==> config.mk <==
export PLATFORM = sky130hd
export DESIGN_NAME = ram_access_arbiter
export DESIGN_NICKNAME = d
export VERILOG_FILES = /design/src/rtl/ram_access_arbiter.sv
export SDC_FILE = /design/constraint.sdc
export NUM_CORES = 1
export LEC_CHECK = 0
export ABC_CLOCK_PERIOD_IN_PS = 3900
export CORE_MARGIN = 2
export CORE_UTILIZATION = 43
export DETAILED_ROUTE_END_ITERATION = 8
export GPL_ROUTABILITY_DRIVEN = 0
export PLACE_DENSITY = 0.84
export SETUP_SLACK_MARGIN = 0.02
export SYNTH_ARGS = -nofsm -noshare
export SYNTH_HDL_FRONTEND = slang
export SYNTH_SLANG_ARGS = --single-unit
export TNS_END_PERCENT = 30
==> constraint.sdc <==
create_clock -name clk -period 3.9 [get_ports clk]
set_input_delay 0.78 -clock clk [delete_from_list [all_inputs] [get_ports clk]]
set_output_delay 0.78 -clock clk [all_outputs]
set_load 0.01 [all_outputs]
==> src/rtl/ram_access_arbiter.sv <==
// Purpose: round-robin arbiter/sequencer serialising requesters A and B onto a single-port sync RAM.
// Latency: gnt one edge after req is sampled in IDLE; write done one edge later, read done/rdata two edges later.
// Backpressure: one access in flight; a losing or newly arriving req is held off until the FSM returns to IDLE.
module ram_access_arbiter #(
    parameter int DATA_WIDTH     = 8,
    parameter int ADDR_BUS_WIDTH = 6
) (
    input  logic                      clk,
    input  logic                      rst_n,
    input  logic                      req_a,
    input  logic                      req_b,
    input  logic                      we_a,
    input  logic                      we_b,
    input  logic [ADDR_BUS_WIDTH-1:0] addr_a,
    input  logic [ADDR_BUS_WIDTH-1:0] addr_b,
    input  logic [DATA_WIDTH-1:0]     wdata_a,
    input  logic [DATA_WIDTH-1:0]     wdata_b,
    output logic                      gnt_a,
    output logic                      gnt_b,
    output logic                      done_a,
    output logic                      done_b,
    output logic [DATA_WIDTH-1:0]     rdata_a,
    output logic [DATA_WIDTH-1:0]     rdata_b,
    output logic                      mem_read_en,
    output logic                      mem_write_en,
    output logic [ADDR_BUS_WIDTH-1:0] mem_address,
    output logic [DATA_WIDTH-1:0]     mem_data_in,
    input  logic [DATA_WIDTH-1:0]     mem_data_out
);

    typedef enum logic [1:0] {
        IDLE = 2'd0,
        CMD  = 2'd1,
        RESP = 2'd2
    } state_t;

    state_t                    state_q, state_d;
    logic                      last_b_q, last_b_d;    // 1: B was granted most recently
    logic                      owner_b_q, owner_b_d;  // side owning the in-flight access
    logic                      rd_q, rd_d;            // in-flight access is a read
    logic                      gnt_a_q, gnt_a_d;
    logic                      gnt_b_q, gnt_b_d;
    logic                      done_a_q, done_a_d;
    logic                      done_b_q, done_b_d;
    logic [DATA_WIDTH-1:0]     rdata_a_q, rdata_a_d;
    logic [DATA_WIDTH-1:0]     rdata_b_q, rdata_b_d;
    logic                      mem_read_en_q, mem_read_en_d;
    logic                      mem_write_en_q, mem_write_en_d;
    logic [ADDR_BUS_WIDTH-1:0] mem_address_q, mem_address_d;
    logic [DATA_WIDTH-1:0]     mem_data_in_q, mem_data_in_d;
    logic                      pick_b;

    // Next-state and registered-output logic; pulses and RAM pins default to 0 every cycle.
    always_comb begin
        state_d        = state_q;
        last_b_d       = last_b_q;
        owner_b_d      = owner_b_q;
        rd_d           = rd_q;
        rdata_a_d      = rdata_a_q;
        rdata_b_d      = rdata_b_q;
        gnt_a_d        = 1'b0;
        gnt_b_d        = 1'b0;
        done_a_d       = 1'b0;
        done_b_d       = 1'b0;
        mem_read_en_d  = 1'b0;
        mem_write_en_d = 1'b0;
        mem_address_d  = '0;
        mem_data_in_d  = '0;
        pick_b         = 1'b0;

        case (state_q)
            IDLE: begin
                if (req_a || req_b) begin
                    // B wins when alone, or when both ask and A was granted last.
                    pick_b         = req_b && (!req_a || !last_b_q);
                    last_b_d       = pick_b;
                    owner_b_d      = pick_b;
                    rd_d           = pick_b ? !we_b : !we_a;
                    gnt_a_d        = !pick_b;
                    gnt_b_d        = pick_b;
                    mem_read_en_d  = pick_b ? !we_b : !we_a;
                    mem_write_en_d = pick_b ? we_b : we_a;
                    mem_address_d  = pick_b ? addr_b : addr_a;
                    mem_data_in_d  = pick_b ? wdata_b : wdata_a;
                    state_d        = CMD;
                end
            end
            CMD: begin
                if (rd_q) begin
                    state_d = RESP;
                end else begin
                    done_a_d = !owner_b_q;
                    done_b_d = owner_b_q;
                    state_d  = IDLE;
                end
            end
            RESP: begin
                if (owner_b_q) begin
                    rdata_b_d = mem_data_out;
                end else begin
                    rdata_a_d = mem_data_out;
                end
                done_a_d = !owner_b_q;
                done_b_d = owner_b_q;
                state_d  = IDLE;
            end
            default: state_d = IDLE;
        endcase
    end

    // State and output registers; reset abandons any in-flight access and favours A.
    always_ff @(posedge clk or negedge rst_n) begin
        if (!rst_n) begin
            state_q        <= IDLE;
            last_b_q       <= 1'b1;
            owner_b_q      <= 1'b0;
            rd_q           <= 1'b0;
            gnt_a_q        <= 1'b0;
            gnt_b_q        <= 1'b0;
            done_a_q       <= 1'b0;
            done_b_q       <= 1'b0;
            rdata_a_q      <= '0;
            rdata_b_q      <= '0;
            mem_read_en_q  <= 1'b0;
            mem_write_en_q <= 1'b0;
            mem_address_q  <= '0;
            mem_data_in_q  <= '0;
        end else begin
            state_q        <= state_d;
            last_b_q       <= last_b_d;
            owner_b_q      <= owner_b_d;
            rd_q           <= rd_d;
            gnt_a_q        <= gnt_a_d;
            gnt_b_q        <= gnt_b_d;
            done_a_q       <= done_a_d;
            done_b_q       <= done_b_d;
            rdata_a_q      <= rdata_a_d;
            rdata_b_q      <= rdata_b_d;
            mem_read_en_q  <= mem_read_en_d;
            mem_write_en_q <= mem_write_en_d;
            mem_address_q  <= mem_address_d;
            mem_data_in_q  <= mem_data_in_d;
        end
    end

    assign gnt_a        = gnt_a_q;
    assign gnt_b        = gnt_b_q;
    assign done_a       = done_a_q;
    assign done_b       = done_b_q;
    assign rdata_a      = rdata_a_q;
    assign rdata_b      = rdata_b_q;
    assign mem_read_en  = mem_read_en_q;
    assign mem_write_en = mem_write_en_q;
    assign mem_address  = mem_address_q;
    assign mem_data_in  = mem_data_in_q;

endmodule

; ---- Word-level counts from Yosys, hierarchy flattened
; Index checks and enable logic that the tools add are counted.
[word_totals]
out_inout_bits = 36
in_bits = 42
ff_bits = 41
wordCells = 54
[classes]
eq_ne = 3
bitwise = 1
reduce_logical = 13
muxes = 23
[ops]
columns = cell, count
row1 = two-way mux 8 bit, 3
row2 = two-way mux 6 bit, 3
row3 = two-way mux 1 bit, 12
row4 = logical NOT 1 bit, 6
row5 = AND reduction 2 bit, 3
row6 = two-way mux 2 bit, 2
row7 = case mux 1 bit (2 select lines), 2
row8 = case mux 2 bit (2 select lines), 1
row9 = "== test 2 x 1 -> 1 bit, second input constant", 1
row10 = "== test 2 bit, second input constant", 1
row11 = logical NOT 2 bit, 1
row12 = logical OR 1 bit, 2
row13 = "inequality test 2 bit, second input constant", 1
row14 = logical AND 1 bit, 1
row15 = NOT 1 bit, 1

; ---- Logic depth before layout (Yosys ltp)
; Gate-level depths: netlist (run 1).
[logic_depth]
depth_word = 6
depth_mapped = 5
depth_no_buf = 5

; ---- Worst setup path after synthesis (run 1)
; Ideal clock, no wire load.
[synth_path]
kind = in2reg
start = input port req_a
end = register gnt_a_q (netlist: gnt_a)
t_arrival_ps = 1533
n_path_buf = 2
path_slack_ps = 2246
required_ps = 3779
stages = 4
setup_time_ps = 121
cell_sequence = buf_2 o21ai_2 buf_2 nor2_1
[synth_via]
elab_chain_len = 6
elab_cells_between_ends = 7
classes_between = mux (2) / reduce/logical (5)
[synth_rtl]
columns = element, line
row1 = start: declaration, 10  ; input logic req_a,
row2 = logical NOT 1 bit, 75  ; pick_b = req_b && (!req_a || !last_b_q);
row3 = logical OR 1 bit, 75
row4 = logical AND 1 bit, 75
row5 = logical NOT 1 bit, 79  ; gnt_a_d = !pick_b;
row6 = two-way mux 1 bit (*), 73  ; if (req_a || req_b) begin
row7 = two-way mux 1 bit (*), 71  ; case (state_q)
row8 = named net gnt_a_d, 41  ; logic gnt_a_q, gnt_a_d;
row9 = end signal: assignment, 133  ; gnt_a_q <= gnt_a_d;
row10 = end: declaration, 41
; The timed path passes the listed nets; every way through them passes the cells marked *.
; A chain may end at the register's enable or synchronous reset.

; ---- Worst setup path in the final report (run 1)
[layout_path]
start = input port req_a
end = register rd_q
[layout_via]
elab_chain_len = 4
elab_cells_between_ends = 6
classes_between = mux (1) / reduce/logical (5)
[layout_rtl]
columns = element, line
row1 = logical NOT 1 bit, 75
row2 = logical OR 1 bit, 75
row3 = logical AND 1 bit, 75
row4 = two-way mux 1 bit, 78  ; rd_d = pick_b ? !we_b : !we_a;
row5 = end signal: assignment, 132  ; rd_q <= rd_d;
row6 = end: declaration, 40  ; logic rd_q, rd_d;
; Parallel ways exist; a longest one is shown, timed or not.

==> results of run 1 <==
==> sequential cells by signal, indices dropped and copies added (netlist names) <==
signal        flops
mem_write_en      1
rd_q              1
rdata_a           8
owner_b_q         1
done_a            1
gnt_b             1
mem_data_in       8
rdata_b           8
mem_address       6
state_q           2
done_b            1
gnt_a             1
last_b_q          1
mem_read_en       1
==> per-layer routing <==
| layer | wire (um) | global-route usage [%] | share of wire (%) | vias to the layer above |
|---|---|---|---|---|
| met4 | 68 | 8.59 | 2.0 | 0 |
| met2 | 1780 | 30.9 | 52 | 57 |
| met1 | 1320 | 19.1 | 39 | 579 |
| met5 | 0 | 0 | 0 | - |
| li1 | - | - | - | 610 |
| met3 | 225 | 3.94 | 6.6 | 5 |
==> cells by family (layout without fill, tap and decap cells) <==
family / Yosys count / in the layout / share of synthesized area [%]
simple gates: 42 / 42 / 10.3
fa+ha+maj: 3 / 3 / 2.30
buf+inv: 8 / 88 / 2.37
mux: 17 / 17 / 11.6
compound gates: 25 / 25 / 10.6
flops: 41 / 41 / 62.9
==> cells in the mapped netlist <==
master / instances
and2_1: 2
inv_1: 3
o21ai_0: 1
a21o_1: 2
o21ai_2: 1
a21bo_4: 1
nor2_1: 4
buf_4: 1
a221oi_2: 1
buf_2: 4
mux2_2: 16
mux2i_1: 1
ha_1: 3
nor2b_1: 2
nand2_1: 34
a31oi_1: 1
a21boi_4: 1
a21oi_1: 16
a21boi_0: 1
dfstp_2: 1
dfrtp_1: 40
==> where the power goes <==
part	internal [uW]	total [uW]	switching, uW
logic	443	755	312
registers	608	693	85.3
clock network	124	256	132
==> path summary, 6_finish.rpt <==
check / cells past startpoint / endpoint
min in group asynchronous: 1 / done_a
max: 4 / rd_q
min: 1 / done_a
max in group asynchronous: 1 / gnt_a
min reg2reg: 1 / done_a
max reg2reg: 4 / rdata_a[0]
==> cell type report <==
| type | instances | area [um^2] |
|---|---|---|
| timing repair buffer | 77 | 766 |
| fill | 292 | 1150 |
| clock inverter | 2 | 10.0 |
| multi-input combinational | 87 | 568 |
| sequential | 41 | 1030 |
| tap | 48 | 60.1 |
| clock buffer | 6 | 72.6 |
| inverter | 3 | 11.3 |
==> stage by stage <==
step / hold slack (ns) / instance area [um^2] / power (uW) / utilization (%)
4_1_cts: 0.509 / 2510 / 1730 / 68.7
2_1_floorplan: 0.467 / 1630 / 1050 / -
3_3_place_gp: 0.485 / 2430 / 1450 / 66.4
6_report: 0.507 / 2510 / 1700 / 68.7
3_5_place_dp: 0.494 / 2430 / 1470 / 66.4
5_1_grt: 0.520 / 2510 / 1810 / 68.7
==> impl_results.md, run 1 <==
* Status: completed
* Worst-Skew Late Latency at 0.28 ns
* DRT Pass-1 Iters at 4
* Nets@finish at 260
* Yosys reg bits at between 40 and 50
* WP buf/inv at 1
* Synthesized area per cell at about 12 um^2
* Initial antenna violation count at 0
* Core area at 3660 um^2
* Clock sinks at 41
* LEAKAGE at between 0.001 and 0.0015 uW
* Full die area at between 4000 and 5000 um^2
* TritonCTS clock tree: yes
* Worst Slack Setup Final at around 1.8 ns
* Highest clock rate at approximately 0.47 GHz
* Crit path from: req_a
* First-pass GRT wire length at 5530 um
* Crit path cell chain: clkdlybuf4s50_1 > o21ai_2 > a221oi_2 > a21o_1
* Largest net degree at the start of global routing at 42
* WP data required at a little over 4 ns
* Max-slew violation count at 0
* Distinct cells, synth at 21
* Relative slew slack at 42.6%
* Initial core utilization at about 45%
* Hold wc startpoint: owner_b_q
* Reg2reg setup slack at 2.11 ns
* Final Non-Filler Cells at 264
* Slowest cell on the critical path: o21ai_2
* Kind of critical path: in2reg
* Fin crit period at 2.13 ns
* Total CTS buffers at 5
* Cts hold-fix bufs at 0
* Vias at ~1.3k
* Final setup viols at 0
* Number of buffers added on ports at 77
* Routed wire length at approximately 3400 um
* Crit-path max FO at 19
* Cells after Synth at between 100 and 150
* Pre-CTS WS at 1.47 ns
* Worst-margin pin slew at between 0.8 and 0.9 ns
* Worst Skew at ~0.0062 ns
* Detailed-placement wirelength estimate at between 2000 and 3000 um
* Largest cells by area after synthesis: dfrtp_1, mux2_2, nand2_1
* I/O pin count at around 80
* Via density at about 4.7
* Yosys top cell area share at 61.3%
* Final Hold Fails at 0
* Setup bufs post-CTS at 0
* Final ANT Viol Nets at 0
* GRT Util Overall at approximately 17%
* Critical path arrival at roughly 2.3 ns
* Placed cells at approximately 260
* MaxCap Viol Count at 0
* Slowest stage delay, CP at 0.70 ns
* Row count at 22
* Critical Path End Type: register
* Total grt overflow at 0
* Most common cell after layout, fill and taps aside: clkdlybuf4s50_1
* Critical path's top delay family: compound AO/OA/AOI/OAI gates
* Drt first-iter violations at between 40 and 50
* CTS root buf: clkbuf_8
* Maximum clock path buffer count at 2
* Setup TNS at 0 ns
* VDD IR-drop max at approximately 300 uV
* RSZ-0062 raised after global routing: no
* Number of H-tree levels at 2
* Seq/Total Area, Yosys at 62.9%
* Synth Warn # at 0
* Layout cells sized above 1 at 13.4%
* ANT cells at 0
* Drc violations at 0
* Tcrit/Tclk final at roughly 55%
* Post-CTS sizing at 0
* Most frequent cells in the layout: clkdlybuf4s50_1, dfrtp_1, nand2_1
* Syn-to-layout area delta at 53.9%
* Number of global-route vias before repair at approximately 1.3k
* Pwr/cell area at 678 nW/um^2
* Mapped Area at roughly 1600 um^2
* Worst Hold Class: reg2reg
* Routed WL per cell at around 13 um
* Clock-pin slew on the worst setup and hold paths at 0.07 ns
* FF-to-FF Start: state_q[0]
* Die W at 65.6 um
* Synthesized net count at between 150 and 200
* Startpoint types: primary input
* Die Span Y at roughly 66 um
* Leading area contributor after synthesis: dfrtp_1
No activity file was read; power rests on OpenSTA's default activity.
==> inputs of run 2 (changes only) <==
Settings changed: ABC_CLOCK_PERIOD_IN_PS 3900 to 1950, CORE_UTILIZATION 43 to 36, PLACE_DENSITY 0.84 to 0.75.
Clock period 3.9 ns to 1.95 ns, I/O delays scaled along.
==> run 2 against run 1 <==
Via count grew 3.0%. Utilization down 10 points. Sequential power increased by 99%. Worst hold slack worse by 0.50 ns. Sequential share of layout area decreased by 0.68 points. Die area up 18%. Combinational power increased by 110%. Register-to-register slack worse by 1.6 ns. Sequential cell count unchanged. Design area rose by 1.7%. Wire length is 2.0% higher. Largest cell class unchanged. Largest power group unchanged.
==> impl_results.md, run 2 (synthesized netlist as in run 1, its figures left out) <==
* Highest clock rate at between 0.6 and 0.7 GHz
* Final setup viols at 0
* Setup TNS at 0 ns
* Final ANT Viol Nets at 0
* Detailed-placement wirelength estimate at 2670 um
* Pre-CTS WS at 0.148 ns
* Initial core utilization at a little under two fifths
* Number of buffers added on ports at slightly below 80
* Routed wire length at around 3500 um
* RSZ-0062 raised after global routing: no
* Setup bufs post-CTS at 0
* Critical path arrival at 1.18 ns
* Total CTS buffers at 5
* Nets@finish at between 200 and 300
* Pwr/cell area at 1360 nW/um^2
* I/O pin count at just under 80
* Max-slew violation count at 0
* Syn-to-layout area delta at 56.5%
* LEAKAGE at around 0.0011 uW
* Die W at 71.4 um
* Most common cell after layout, fill and taps aside: clkdlybuf4s50_1
* Crit-path max FO at 2
* Reg2reg setup slack at just over 0.5 ns
* Kind of critical path: reg2out
* TritonCTS clock tree: yes
* Worst Slack Setup Final at around 0.38 ns
* Layout cells sized above 1 at between 10% and 20%
* Drc violations at 0
* CTS root buf: clkbuf_8
* Largest net degree at the start of global routing at 27
* Number of global-route vias before repair at between 1k and 1.5k
* Full die area at 5090 um^2
* Initial antenna violation count at 0
* WP buf/inv at 1
* Slowest cell on the critical path: clkdlybuf4s50_1
* Status: completed
* Final Hold Fails at 0
* Startpoint types: register
* Clock sinks at a little over 40
* Via density at ~4.7
* Cts hold-fix bufs at 0
* Critical Path End Type: primary output
* Die Span Y at around 71 um
* Worst Hold Class: in2async
* Slowest stage delay, CP at ~0.54 ns
* Fin crit period at between 1.5 and 2 ns
* Tcrit/Tclk final at approximately 80%
* Switching share of total power at about 31%
* GRT Util Overall at approximately 14%
* Crit path cell chain: clkdlybuf4s50_1
* Clock-pin slew on the worst setup and hold paths at about 0.070 ns
* First-pass GRT wire length at ~5600 um
* Most frequent cells in the layout: clkdlybuf4s50_1, dfrtp_1, nand2_1
* Worst-Skew Late Latency at between 0.2 and 0.3 ns
* Critical path's top delay family: buffers and inverters
* Post-CTS sizing at 0
* Clock Power Share at 15.9%
* Worst-margin pin slew at approximately 0.36 ns
* Internal at around 2400 uW
* Worst Skew at just under 0.003 ns
* Filler instances at 400
* Maximum clock path buffer count at 2
* VDD IR-drop max at between 600 and 700 uV
* ANT cells at 0
* Reg power frac at around 40%
* Drt first-iter violations at 91
* Row count at 24
* Relative slew slack at about 76%
* Core area at roughly 4400 um^2
* Routed WL per cell at around 13 um
* NetSw at approximately 1100 uW
* Vias at approximately 1.3k
* WP data required at ~1.6 ns
* DRT Pass-1 Iters at 4
* Number of H-tree levels at 2
* Total grt overflow at 0
* MaxCap Viol Count at 0
* Comb power frac at 44.4%
run 2: path summary, 6_finish.rpt:
| kind | endpoint | start | cells past startpoint |
|---|---|---|---|
| min in group clk | rdata_a[5] | rdata_a[5] | 1 |
| worst max register to register | rdata_a[1] | state_q[0] | 5 |
| worst max-delay path | rdata_a[7] | rdata_a[7] | 1 |
| worst min register to register | rdata_a[5] | rdata_a[5] | 1 |
| worst min-delay path | owner_b_q | rst_n | 1 |
| max in group asynchronous | mem_data_in[5] | rst_n | 2 |
run 2: layout make-up:
class	instances	area [um^2]	share of cell area, %
sequential	41	1030	40.2
timing repair buffer	81	796	31.1
multi-input combinational	87	568	22.2
clock buffer	8	90.1	3.52
tap	52	65.1	2.54
inverter	3	11.3	0.440
run 2: power by group through the flow:
stage          sequential (uW)  combinational [uW]  clock, uW
2_1_floorplan             1540                 556          0
3_3_place_gp              1390                1530          0
3_5_place_dp              1400                1560          0
4_1_cts                   1390                1570        573
5_1_grt                   1430                1670        604
6_report                  1380                1550        552
run 2: metrics by stage:
| stage | utilization, % | hold WS (ns) | std cells | power [uW] | area (um^2) |
|---|---|---|---|---|---|
| finish | 58.7 | 0.00192 | 272 | 3480 | 2560 |
| global route | 58.7 | 0.0262 | 272 | 3710 | 2560 |
| CTS | 58.7 | 0.00882 | 272 | 3530 | 2560 |
| detailed placement | 56.7 | 0.322 | 264 | 2970 | 2470 |
| global placement | 56.7 | 0.320 | 264 | 2930 | 2470 |
| floorplan | - | 0.0944 | 136 | 2100 | 1630 |
run 2: per-layer routing:
layer / vias up / track usage (%) / routed length, um
li1: 615 / - / -
met1: 622 / 16.8 / 1450
met2: 47 / 23.4 / 1690
met3: 5 / 4.78 / 281
met4: 0 / 5.87 / 36
met5: - / 0 / 0
